==> src/rtl/controle_multiciclo_param.sv <==
// Multicycle MIPS control FSM with configurable memory wait states.
// Define EXCEPTION_EN to trap undefined opcodes into the EXCECAO state.
module controle_multiciclo_param #(
  parameter int MEM_WAIT = 1
) (
  input  logic       clock,
  input  logic       reset,
  input  logic [5:0] OPcode,
  input  logic [5:0] funct,
  output logic       EscreveMem,
  output logic       EscrevePC,
  output logic       EscrevePCCondEQ,
  output logic       EscrevePCCondNE,
  output logic       EscreveReg,
  output logic       RegDst,
  output logic       IouD,
  output logic       EscreveIR,
  output logic       EscreveMDR,
  output logic       EscreveAluOut,
  output logic       OrigAALU,
  output logic       EscreveEPC,
  output logic [1:0] OrigPC,
  output logic [1:0] MemparaReg,
  output logic [1:0] OrigBALU,
  output logic [1:0] OpALU,
  output logic [5:0] State
);

  typedef enum logic [5:0] {
    S_MEM_READ    = 6'd0,
    S_ESPERA      = 6'd1,
    S_IR_WRITE    = 6'd2,
    S_DECODE      = 6'd3,
    S_CLASSE_R    = 6'd4,
    S_WRITE_RD    = 6'd5,
    S_REF_MEM     = 6'd6,
    S_LOAD        = 6'd7,
    S_LOAD_WAIT   = 6'd8,
    S_LOAD_MDR    = 6'd9,
    S_END_REF_MEM = 6'd10,
    S_STORE       = 6'd11,
    S_BEQ         = 6'd12,
    S_BNE         = 6'd13,
    S_LUI         = 6'd14,
    S_JUMP        = 6'd15,
    S_ADDI        = 6'd16,
    S_WRITE_RT    = 6'd17,
    S_NOP         = 6'd18,
    S_BREAK       = 6'd19
`ifdef EXCEPTION_EN
    ,
    S_EXCECAO     = 6'd20
`endif
  } state_t;

  localparam logic       NO_WAIT = (MEM_WAIT == 0);
  localparam logic [3:0] WAIT_LD =
    (MEM_WAIT > 0) ? 4'(MEM_WAIT - 1) : 4'd0;

  state_t     state;
  state_t     nxt;
  logic [3:0] cnt;
  logic       epc;

  always_ff @(posedge clock) begin
    if (reset) begin
      state <= S_MEM_READ;
      cnt   <= 4'd0;
    end else begin
      state <= nxt;
      // load on entry into a wait state, then count down to 0 and hold
      if ((nxt == S_ESPERA && state != S_ESPERA) ||
          (nxt == S_LOAD_WAIT && state != S_LOAD_WAIT))
        cnt <= WAIT_LD;
      else if (cnt != 4'd0)
        cnt <= cnt - 4'd1;
    end
  end

  always_comb begin
    nxt             = state;
    EscreveMem      = 1'b0;
    EscrevePC       = 1'b0;
    EscrevePCCondEQ = 1'b0;
    EscrevePCCondNE = 1'b0;
    EscreveReg      = 1'b0;
    RegDst          = 1'b0;
    IouD            = 1'b0;
    EscreveIR       = 1'b0;
    EscreveMDR      = 1'b0;
    EscreveAluOut   = 1'b0;
    OrigAALU        = 1'b0;
    epc             = 1'b0;
    OrigPC          = 2'b00;
    MemparaReg      = 2'b00;
    OrigBALU        = 2'b00;
    OpALU           = 2'b00;
    case (state)
      S_MEM_READ: nxt = NO_WAIT ? S_IR_WRITE : S_ESPERA;
      S_ESPERA: if (cnt == 4'd0) nxt = S_IR_WRITE;
      S_IR_WRITE: begin
        EscreveIR = 1'b1;
        EscrevePC = 1'b1;
        OrigBALU  = 2'b01;
        nxt       = S_DECODE;
      end
      S_DECODE: begin
        OrigBALU      = 2'b11;
        EscreveAluOut = 1'b1;
        unique case (1'b1)
          OPcode == 6'h00 && funct == 6'h0d: nxt = S_BREAK;
          OPcode == 6'h00 && funct == 6'h00: nxt = S_NOP;
          OPcode == 6'h00 && funct != 6'h0d
            && funct != 6'h00:              nxt = S_CLASSE_R;
          OPcode == 6'h02:                   nxt = S_JUMP;
          OPcode == 6'h04:                   nxt = S_BEQ;
          OPcode == 6'h05:                   nxt = S_BNE;
          OPcode == 6'h08:                   nxt = S_ADDI;
          OPcode == 6'h0f:                   nxt = S_LUI;
          OPcode == 6'h23 || OPcode == 6'h2b: nxt = S_REF_MEM;
          default:
`ifdef EXCEPTION_EN
            nxt = S_EXCECAO;
`else
            nxt = S_NOP;
`endif
        endcase
      end
      S_CLASSE_R: begin
        OrigAALU      = 1'b1;
        OpALU         = 2'b10;
        EscreveAluOut = 1'b1;
        nxt           = S_WRITE_RD;
      end
      S_WRITE_RD: begin
        RegDst     = 1'b1;
        EscreveReg = 1'b1;
        nxt        = S_MEM_READ;
      end
      S_REF_MEM: begin
        OrigAALU      = 1'b1;
        OrigBALU      = 2'b10;
        EscreveAluOut = 1'b1;
        nxt = (OPcode == 6'h23) ? S_LOAD : S_STORE;
      end
      S_LOAD: begin
        IouD = 1'b1;
        nxt  = NO_WAIT ? S_LOAD_MDR : S_LOAD_WAIT;
      end
      S_LOAD_WAIT: begin
        IouD = 1'b1;
        if (cnt == 4'd0) nxt = S_LOAD_MDR;
      end
      S_LOAD_MDR: begin
        IouD       = 1'b1;
        EscreveMDR = 1'b1;
        nxt        = S_END_REF_MEM;
      end
      S_END_REF_MEM: begin
        MemparaReg = 2'b01;
        EscreveReg = 1'b1;
        nxt        = S_MEM_READ;
      end
      S_STORE: begin
        IouD       = 1'b1;
        EscreveMem = 1'b1;
        nxt        = S_MEM_READ;
      end
      S_BEQ: begin
        OrigAALU        = 1'b1;
        OpALU           = 2'b01;
        OrigPC          = 2'b01;
        EscrevePCCondEQ = 1'b1;
        nxt             = S_MEM_READ;
      end
      S_BNE: begin
        OrigAALU        = 1'b1;
        OpALU           = 2'b01;
        OrigPC          = 2'b01;
        EscrevePCCondNE = 1'b1;
        nxt             = S_MEM_READ;
      end
      S_LUI: begin
        MemparaReg = 2'b10;
        EscreveReg = 1'b1;
        nxt        = S_MEM_READ;
      end
      S_JUMP: begin
        OrigPC    = 2'b10;
        EscrevePC = 1'b1;
        nxt       = S_MEM_READ;
      end
      S_ADDI: begin
        OrigAALU      = 1'b1;
        OrigBALU      = 2'b10;
        EscreveAluOut = 1'b1;
        nxt           = S_WRITE_RT;
      end
      S_WRITE_RT: begin
        EscreveReg = 1'b1;
        nxt        = S_MEM_READ;
      end
      S_NOP:   nxt = S_MEM_READ;
      S_BREAK: nxt = S_BREAK;
`ifdef EXCEPTION_EN
      S_EXCECAO: begin
        epc       = 1'b1;
        EscrevePC = 1'b1;
        OrigPC    = 2'b11;
        nxt       = S_MEM_READ;
      end
`endif
      default: nxt = S_MEM_READ;
    endcase
  end

`ifdef EXCEPTION_EN
  assign EscreveEPC = epc;
`else
  assign EscreveEPC = 1'b0;
`endif

  assign State = state;

endmodule

==> config.mk <==
export PLATFORM = sky130hd
export DESIGN_NAME = controle_multiciclo_param
export DESIGN_NICKNAME = d
export VERILOG_FILES = /design/src/rtl/controle_multiciclo_param.sv
export SDC_FILE = /design/constraint.sdc
export NUM_CORES = 1
export LEC_CHECK = 0
export BUFFER_PORTS_ARGS = -buffer_cell sky130_fd_sc_hd__buf_2
export CAP_MARGIN = 10
export CORE_MARGIN = 2
export CORE_UTILIZATION = 49
export DETAILED_ROUTE_END_ITERATION = 12
export PLACE_DENSITY_LB_ADDON = 0.12
export SYNTH_ARGS = -nofsm -noshare
export SYNTH_HDL_FRONTEND = slang
export SYNTH_SLANG_ARGS = --single-unit
==> constraint.sdc <==
create_clock -name clock -period 2.9 [get_ports clock]
set_input_delay 0.58 -clock clock [delete_from_list [all_inputs] [get_ports clock]]
set_output_delay 0.58 -clock clock [all_outputs]
set_load 0.03 [all_outputs]
# Word-level counts from Yosys, hierarchy flattened
# Index checks and enable logic that the tools add are counted.
# word_totals
ff_bits	10
latchBits	0
ram_bits	0
mem_bits_ro	0
input_bits	14
wordCells	74
mem_count	0
# classes
n_addsub	1
mul	0
div	0
magnitude_cmp	0
eq_ne	31
shift	0
muxes	20
bitwise_logic	0
reduce_logical	20
# op_table
operator	n
$eq A6 B4 Y1 const B	12
$pmux W6 S11	1
$pmux W5 S8	1
$eq A6 B3 Y1 const B	6
$eq A6 B2 Y1 const B	3
$eq A6 B5 Y1 const B	3
$eq A6 B1 Y1 const B	2
$eq A6 B6 Y1 const B	2
$logic_not A6 Y1	2
$mux W6	2
$ne A6 B4 Y1 const B	2
$pmux W2 S2	3
$reduce_or A4 Y1	3
$mux W1	11
$reduce_or A2 Y1	4
$ne A6 B1 Y1 const B	1
$pmux W2 S3	1
$reduce_bool A6 Y1	1
$logic_and A1 B1 Y1	5
$reduce_or A5 Y1	1
$logic_not A4 Y1	1
$mux W4	1
$reduce_bool A4 Y1	1
$sub A4 B1 Y4 const B	1
$logic_or A1 B1 Y1	2

# Logic depth before layout (Yosys ltp)
# Gate-level depths: netlist of the first run.
# depth
word_depth	9
ltp_mapped	8

# Worst setup path after synthesis of the first run
# Ideal clock, no wire load.
# synth_timing
path_type	register -> output
startpoint	register state[1], in the netlist State[1]
endpoint	output OrigBALU[1]
arrival_time_ns	1.973
required_time_ns	2.320
setup_slack_ns	0.347
path_stages_with_launch	7
path_buffers	2
path_cell_list	dfxtp_1 -> buf_2 -> clkbuf_1 -> nand3_1 -> a21oi_1 -> a31oi_1 -> nor3_1
# synth_between
elab_chain_len	3
elab_cells_between_ends	6
classes_between	eq/ne (4); mux (1); reduce/logical (1)
# synth_lines
item	line	rtl
from (decl)	60	state_t state;
from (signal assigned)	70	state <= nxt;
$eq A6 B5 Y1 / $eq A6 B3 Y1 (equally long branches)	98	case (state)
$reduce_or A2 Y1 (no line)	--	
$pmux W2 S3 *	98	
to (decl)	24	output logic [1:0] OrigBALU,
# Mark *: on every way between the ends. The rest lies on a longest branch, timed or not.

# Worst setup path in the final report of the first run
# layout_timing
startpoint	register state[3], in the netlist State[3]
endpoint	output OpALU[1]
# layout_between
elab_chain_len	3
elab_cells_between_ends	5
classes_between	eq/ne (3); mux (1); reduce/logical (1)
# layout_lines
item	line	rtl
$eq A6 B4 Y1	98	
$reduce_or A2 Y1 (no line)	--	
$pmux W2 S2 *	98	
to (decl)	25	output logic [1:0] OpALU,
# Marked as above.

==> results of run 1 <==
-- where the power goes --
group | leakage [uW] | switching (uW) | internal [uW]
combinational | 0.000464 | 151 | 110
sequential | 0.0000815 | 23.7 | 158
clock | 0.0000210 | 46.9 | 76.1
total | 0.000567 | 221 | 345
-- critical path, stage by stage, from the launching register on --
cell,delay [ns]
dfxtp_1,0.42
buf_4,0.23
or4b_1,0.64
nor3_1,0.16
buf_2,0.22
-- synth_stat cells (2+ instances only) --
| master | instances | area share |
|---|---|---|
| nand2_1 | 10 | 0.034 |
| nor2_1 | 26 | 0.088 |
| o21ai_0 | 6 | 0.027 |
| and3_1 | 3 | 0.017 |
| clkbuf_1 | 6 | 0.020 |
| nand2b_1 | 2 | 0.011 |
| a21oi_1 | 9 | 0.040 |
| nor3b_1 | 2 | 0.013 |
| nor4_1 | 2 | 0.011 |
| dfxtp_1 | 10 | 0.18 |
| and3b_2 | 2 | 0.018 |
| or3_1 | 2 | 0.011 |
| a31oi_1 | 4 | 0.022 |
| nor2b_1 | 4 | 0.022 |
| a311o_1 | 2 | 0.018 |
| buf_1 | 2 | 0.0067 |
| nand3_1 | 8 | 0.036 |
| xnor2_1 | 2 | 0.016 |
| inv_1 | 8 | 0.027 |
| nor3_1 | 16 | 0.072 |
| nand4_1 | 3 | 0.017 |
| buf_2 | 4 | 0.018 |
-- flip-flops by register name (all words and copies together), names as in the netlist --
name and flops:
State 6, cnt 4
-- worst paths after layout --
check	startpoint	endpoint	slack [ns]	cells after the start
worst min register to register	cnt[1]	cnt[1]	0.50	2
worst max register to register	State[4]	cnt[1]	0.52	6
worst max-delay path	State[3]	OpALU[1]	0.39	4
worst min-delay path	cnt[1]	cnt[1]	0.50	2
-- kinds of logic after synthesis --
logic type,count (synthesis),synth area share
flip-flops,10,0.180
AND/OR/NAND/NOR,90,0.447
buffers and inverters,22,0.0888
XOR/XNOR,2,0.0157
AO/OA/AOI/OAI,38,0.244
other,1,0.00337
multiplexers,1,0.0101
adder cells (fa/ha/maj),1,0.0112
-- routing by layer --
metal	GRT usage	vias to the layer above	wire length, microns	share of wire
li1	-	674	-	-
met1	0.313	615	1360	0.46
met2	0.412	49	1390	0.47
met3	0.0259	2	207	0.070
met4	0.0833	0	17	0.0057
met5	0	-	0	0
-- layout make-up --
cell class / count / area [sq um]
Fill cell: 222 / 830
Multi-Input combinational cell: 134 / 818
Timing Repair Buffer: 42 / 220
Sequential cell: 10 / 200
Clock buffer: 4 / 36.3
Tap cell: 28 / 35.0
Inverter: 8 / 30.0
-- stage by stage --
step	power, uW	instance area (sq um)
after floorplan	367	1120
after global placement	437	1300
after detailed placement	443	1300
after CTS	568	1340
after global routing	612	1340
final	566	1340
==> run_results.csv, run 1 <==
group,metric,value,unit
run_status,status,"finished clean",
placed_design,finalWeightedCongestion,0.879,
global_routing,grt_max_degree,18,
worst_hold_path,hold_path_class,"reg2reg",
route,wirelength,2980,microns
sta,finalSetupViolCount,0,
route,wl_per_cell,13.2,microns
final_layout,area_growth,20.3,%
floorplanning,die_w,51.7,microns
setup_path,startpoint_type,"register",
setup_path,cp.arrival,1.93,ns
global_routing,grt_pass1_wl,5090,microns
clock_network,cts_max_level,1,
final_layout,drive_above_1_share,0.293,
logic_synthesis,synth_async_sr_flop_share,0,
clock_network,cts_tree,"built",
floorplanning,io_pins,40,
setup_path,critPathRequiredTime,2.32,ns
sta,rsz0062_at_grt,"no",
clock_network,cts_root_buffer,"clkbuf_4",
sta,setup-tns-final,0,ns
global_routing,grt_pass1_vias,1240,
floorplanning,dieArea,2670,sq um
logic_synthesis,synth-seq-cells,10,
floorplanning,initial_core_util,0.513,
pwr,power.leakage,0.000567,uW
floorplanning,row_count,17,
placed_design,dp_hpwl,2210,microns
final_layout,instances_no_fill,226,
clock_network,cts_inserted_buffers,3,
logic_synthesis,ys.flop_type,"dfxtp_1",
clock_network,postCtsSetupRepairBufs,0,
floorplanning,core,2170,sq um
job,maxCapViolations,0,
placed_design,dp_cells,222,
final_layout,n_antenna_cell,0,
global_routing,antenna_found_initial,0,
final_layout,final_common_cell,"buf_2",
sta,finalCritPeriodShare,0.866,
sta,final-hold-violation-count,0,
sta,final.setup_skew,0.000665,ns
sta,tightest_slew,0.563,ns
logic_synthesis,synth_edf_count,0,
logic_synthesis,synthCells,165,
setup_path,path_class,"reg2out",
sta,drv_slew,0,
sta,setup_slack,0.388,ns
final_layout,most-common-layout-cells,"buf_2 (38), nor2_1 (26), nor3_1 (16)",
clock_network,numClockSinks,10,
placed_design,port_buffers,38,
clock_network,cts_max_path_buffers,2,
final_layout,fin_nets,214,
route,dr.first_iter.drc_count,41,
clock_network,ctsResizeCount,0,
global_routing,grt.overflow.total,0,
sta,clock.fmax,398,MHz
logic_synthesis,yosysWarnings,0,
placed_design,post-place-ws,0.475,ns
route,viasPerCell,5.93,
sta,finalCriticalPeriod,2.51,ns
pwr,peakVddDrop,525,uV
clock_network,clk_latency,0.26,ns
logic_synthesis,yosysSeqAreaShare,0.180,
route,ant_nets,0,
logic_synthesis,synth_area,1110,sq um
pwr,power_density,422,nW/um^2
route,drc,0,
clock_network,hold_buffers,0,
logic_synthesis,synth_cell_types,54,
logic_synthesis,syn_area_per_cell,6.75,sq um
setup_path,crit_fanout,13,
setup_path,crit_path_end_kind,"primary output",
route,firstDrtPassIters,4,
floorplanning,dieHeight,51.7,microns
clock_network,path_clk_slew,0.07,ns
sta,hold_ws,0.500,ns
sta,relSlewSlack,0.624,
final_layout,final_core_util,0.618,
route,vias,1340,
global_routing,track_usage,0.241,
Power figures use the tool's default switching activity.
==> run 2: changes to the inputs <==
CORE_UTILIZATION = 40   (was 49)
==> run 2 against run 1 <==
Compared with the run above:
- setup slack about the same
- highest routed layer unchanged
- register-to-register slack lost 0.05 ns
- utilization down 12 points
- first-iteration DRC count rose by 9.8%
- non-clock buffer count did not move
- critical path depth decreased by 1
- largest power group unchanged
- maximum frequency about the same
- flip-flop and latch count unchanged
- final area rose by 0.28%
==> run_results.csv, run 2 (synthesis results as in run 1) <==
group,metric,value,unit
clock_network,cts_max_level,1,
worst_hold_path,hold_path_end,"cnt[1]",
final_layout,area_growth,20.7,%
global_routing,grt_pass1_vias,1149,
route,vias,1359,
setup_path,cp.arrival,1.93,ns
floorplanning,initial_core_util,0.411,
worst_hold_path,min_from,"cnt[1]",
global_routing,track_usage,0.192,
route,ant_nets,0,
route,wirelength,3210,microns
floorplanning,dieHeight,56.8,microns
sta,finalSetupViolCount,0,
setup_path,crit_fanout,17,
floorplanning,die_w,56.8,microns
setup_path,reg2reg_depth,6,
setup_path,timing.rr.end,"cnt[1]",
sta,setup_slack,0.388,ns
sta,final.setup_skew,0.000507,ns
setup_path,max_stage_delay,0.70,ns
route,drc,0,
final_layout,largest_reg_flops,6,
floorplanning,core,2710,sq um
sta,rsz0062_at_grt,"no",
clock_network,cts_root_buffer,"clkbuf_4",
final_layout,most-common-layout-cells,"buf_2 (38), nor2_1 (26), nor3_1 (16)",
setup_path,critPathLaunch,"State[2]",
route,dr.first_iter.drc_count,45,
setup_path,path_cells,"or4b_1 > nor3_1 > buf_2",
floorplanning,row_count,19,
sta,final-hold-violation-count,0,
worst_hold_path,holdPathStages,2,
floorplanning,dieArea,3220,sq um
pwr,peakVddDrop,416,uV
sta,finalCriticalPeriod,2.51,ns
clock_network,hold_buffers,0,
job,maxCapViolations,0,
setup_path,r2r_start,"State[4]",
sta,clock.fmax,398,MHz
final_layout,drive_above_1_share,0.293,
setup_path,rrSetupSlack,0.47,ns
clock_network,cts_tree,"built",
pwr,power.leakage,0.000567,uW
final_layout,n_antenna_cell,0,
worst_hold_path,hold_path_class,"reg2reg",
route,wl_per_cell,14.0,microns
clock_network,cts_inserted_buffers,3,
placed_design,finalWeightedCongestion,0.859,
final_layout,multi_input_area,818,sq um
global_routing,grt.overflow.total,0,
sta,drv_slew,0,
final_layout,fin_nets,214,
clock_network,path_clk_slew,0.06,ns
placed_design,port_buffers,38,
sta,finalCritPeriodShare,0.866,
global_routing,grt_pass1_wl,5090,microns
setup_path,crit_slowest_cell,"dfxtp_1",
setup_path,path_class,"reg2out",
run_status,status,"finished clean",
floorplanning,io_pins,40,
clock_network,postCtsSetupRepairBufs,0,
setup_path,critPathBufInv,1,
final_layout,final_common_cell,"buf_2",
placed_design,dp_hpwl,2410,microns
setup_path,critPathRequiredTime,2.32,ns
final_layout,fillCellCount,292,
clock_network,ctsResizeCount,0,
setup_path,startpoint_type,"register",
placed_design,post-place-ws,0.490,ns
clock_network,cts_max_path_buffers,2,
sta,setup-tns-final,0,ns
setup_path,crit_family,"simple AND/OR/NAND/NOR gates",
placed_design,dp_cells,225,
final_layout,regArea,200,sq um
clock_network,numClockSinks,10,
route,viasPerCell,5.93,
setup_path,crit_path_end_kind,"primary output",
sta,tightest_slew,0.614,ns
sta,relSlewSlack,0.590,
final_layout,instances_no_fill,229,
clock_network,clk_latency,0.26,ns
global_routing,grt_max_degree,18,
route,firstDrtPassIters,4,
global_routing,antenna_found_initial,0,
pwr,power_density,425,nW/um^2
-- run 2: cell counts in the layout (fill, tap and decap cells not counted) --
No cell type changed its count.
-- run 2: final cells by class --
type	instances	share of cell area
clock buffers	4	0.0270
well taps	31	0.0289
flip-flops and latches	10	0.149
inverters	8	0.0223
multi-input cells	134	0.609
repair buffers	42	0.164
-- run 2: worst max-delay path by stage --
stage	end	depth (start not counted)
6_report	OpALU[1]	3
5_1_grt	IouD	5
4_1_cts	IouD	5
3_5_place_dp	cnt[1]	6
3_3_place_gp	cnt[1]	6
2_1_floorplan	OrigBALU[1]	6
-- run 2: report_power, final --
group	internal, uW	switching (uW)
clock network	76.2	47.3
registers	158	22.7
logic	111	156
total	346	226
-- run 2: routing by layer --
layer / GRT usage / up-vias / share of wire / routed length (microns)
li1: - / 671 / - / -
met1: 0.264 / 645 / 0.47 / 1510
met2: 0.319 / 41 / 0.48 / 1550
met3: 0.0207 / 2 / 0.045 / 143
met4: 0.0498 / 0 / 0.0040 / 13
met5: 0 / - / 0 / 0
-- run 2: metrics by stage --
stage	area (sq um)	util	hold slack (ns)	power, uW
2_1_floorplan	1120	-	0.474	367
3_3_place_gp	1310	0.482	0.489	439
3_5_place_dp	1310	0.482	0.512	449
4_1_cts	1340	0.496	0.521	576
5_1_grt	1340	0.496	0.531	613
6_report	1340	0.496	0.515	571
-- run 2: worst reg2reg max path: stages, from the launching register on --
cell and delay [ns]:
dfxtp_1 0.71, nor2_1 0.18, o311ai_0 0.48, o211ai_1 0.23
a311o_1 0.38, a21oi_2 0.25, a2111oi_2 0.08
==> run 3: changes to the inputs <==
clock period = 2.77 ns   (was 2.9 ns; I/O delays follow)
==> run 3 against run 2 <==
Compared with the run above:
- utilization barely moved
- clock skew grew 0.0079 ns
- non-clock buffer count is 2 higher
- register-to-register slack worse by 0.04 ns
- hold slack improved by 0.0048 ns
- clock power is 19% lower
- global-route usage increased by 1.8 points
- highest routed layer unchanged
==> run_results.csv, run 3 (synthesis results as in run 1) <==
group,metric,value,unit
run_status,status,"finished clean",
final_layout,final_common_cell,"buf_2",
sta,setup_slack,0.276,ns
sta,relSlewSlack,0.599,
pwr,power.leakage,0.000570,uW
clock_network,numClockSinks,10,
global_routing,grt_pass1_vias,1229,
final_layout,largest_reg_flops,6,
route,vias,1360,
floorplanning,dieArea,3220,sq um
route,wl_per_cell,14.1,microns
sta,final-hold-violation-count,0,
placed_design,port_buffers,38,
clock_network,cts_tree,"built",
sta,tightest_slew,0.601,ns
final_layout,fin_nets,216,
setup_path,critPathRequiredTime,2.22,ns
clock_network,cts_inserted_buffers,3,
setup_path,crit_path_end_kind,"primary output",
worst_hold_path,holdPathStages,2,
setup_path,reg2reg_depth,7,
route,drc,0,
setup_path,crit_fanout,17,
setup_path,rrSetupSlack,0.43,ns
final_layout,drive_above_1_share,0.296,
setup_path,timing.rr.end,"cnt[1]",
floorplanning,initial_core_util,0.411,
clock_network,postCtsSetupRepairBufs,0,
worst_hold_path,hold_path_class,"reg2reg",
route,wirelength,3250,microns
setup_path,cp.arrival,1.94,ns
route,firstDrtPassIters,4,
placed_design,dp_hpwl,2470,microns
route,dr.first_iter.drc_count,57,
global_routing,grt.overflow.total,0,
sta,finalCriticalPeriod,2.49,ns
sta,clock.fmax,401,MHz
pwr,peakVddDrop,469,uV
route,met3_length,204,microns
clock_network,ctsResizeCount,0,
sta,rsz0062_at_grt,"no",
setup_path,startpoint_type,"register",
route,highest_layer,"met4",
final_layout,n_antenna_cell,0,
worst_hold_path,min_from,"cnt[1]",
floorplanning,dieHeight,56.8,microns
sta,hold_ws,0.519,ns
sta,final.setup_skew,0.00842,ns
clock_network,hold_buffers,0,
final_layout,area_growth,20.8,%
floorplanning,io_pins,40,
route,met2_length,1590,microns
clock_network,cts_max_level,1,
floorplanning,core,2710,sq um
sta,setup-tns-final,0,ns
route,viasPerCell,5.91,
sta,drv_slew,0,
setup_path,critPathLaunch,"State[2]",
clock_network,cts_root_buffer,"clkbuf_4",
sta,finalSetupViolCount,0,
pwr,power_density,424,nW/um^2
placed_design,finalWeightedCongestion,0.864,
clock_network,path_clk_slew,0.07,ns
global_routing,antenna_found_initial,0,
floorplanning,die_w,56.8,microns
route,ant_nets,0,
floorplanning,row_count,19,
setup_path,r2r_start,"State[1]",
sta,finalCritPeriodShare,0.900,
clock_network,clk_latency,0.27,ns
final_layout,most-common-layout-cells,"buf_2 (38), nor2_1 (26), nor3_1 (16)",
clock_network,cts_max_path_buffers,2,
setup_path,path_class,"reg2out",
placed_design,post-place-ws,0.368,ns
route,wl_met1,1440,microns
global_routing,grt_max_degree,18,
global_routing,grt_pass1_wl,5490,microns
job,maxCapViolations,0,
worst_hold_path,hold_path_end,"cnt[1]",
global_routing,track_usage,0.210,
run 3: cell count changes in the layout (fill, tap and decap cells not counted), sizes merged:
cell / previous run / this run
buf: 42 / 44
clkbuf: 4 / 3
run 3: critical path, stage by stage, from the launching register on:
cell and delay (ns):
dfxtp_1 0.70, or4b_1 0.58, nor3_1 0.16, buf_2 0.22
run 3: metrics by stage:
stage	instance area [sq um]	cells	util	power, uW
final	1350	230	0.496	570
after global routing	1350	230	0.496	614
after CTS	1350	230	0.496	572
after detailed placement	1320	227	0.488	471
after global placement	1320	227	0.488	461
after floorplan	1120	166	-	385
run 3: cell type report:
type / count / area, sq um
Fill cell: 288 / 1370
Inverter: 8 / 30.0
Multi-Input combinational cell: 134 / 818
Clock buffer: 3 / 22.5
Sequential cell: 10 / 200
Tap cell: 31 / 38.8
Timing Repair Buffer: 44 / 235
run 3: report_power, final:
part	switching (uW)	leakage (uW)	total [uW]	internal [uW]
Combinational	167	0.000475	284	117
Clock	49.1	0.0000138	99.3	50.1
Sequential	21.4	0.0000815	187	166
run 3: how the worst max path moves through the flow:
stage                      endpoint  depth (start not counted)
global route        EscrevePCCondEQ                          5
CTS                        OpALU[1]                          3
floorplan               OrigBALU[1]                          6
finish                     OpALU[1]                          3
detailed placement           cnt[1]                          7
global placement             cnt[1]                          7
run 3: per-layer routing:
layer | track usage | vias to the layer above
met1 | 0.284 | 630
met5 | 0 | -
met4 | 0.0465 | 0
li1 | - | 676
met2 | 0.341 | 52
met3 | 0.0461 | 2
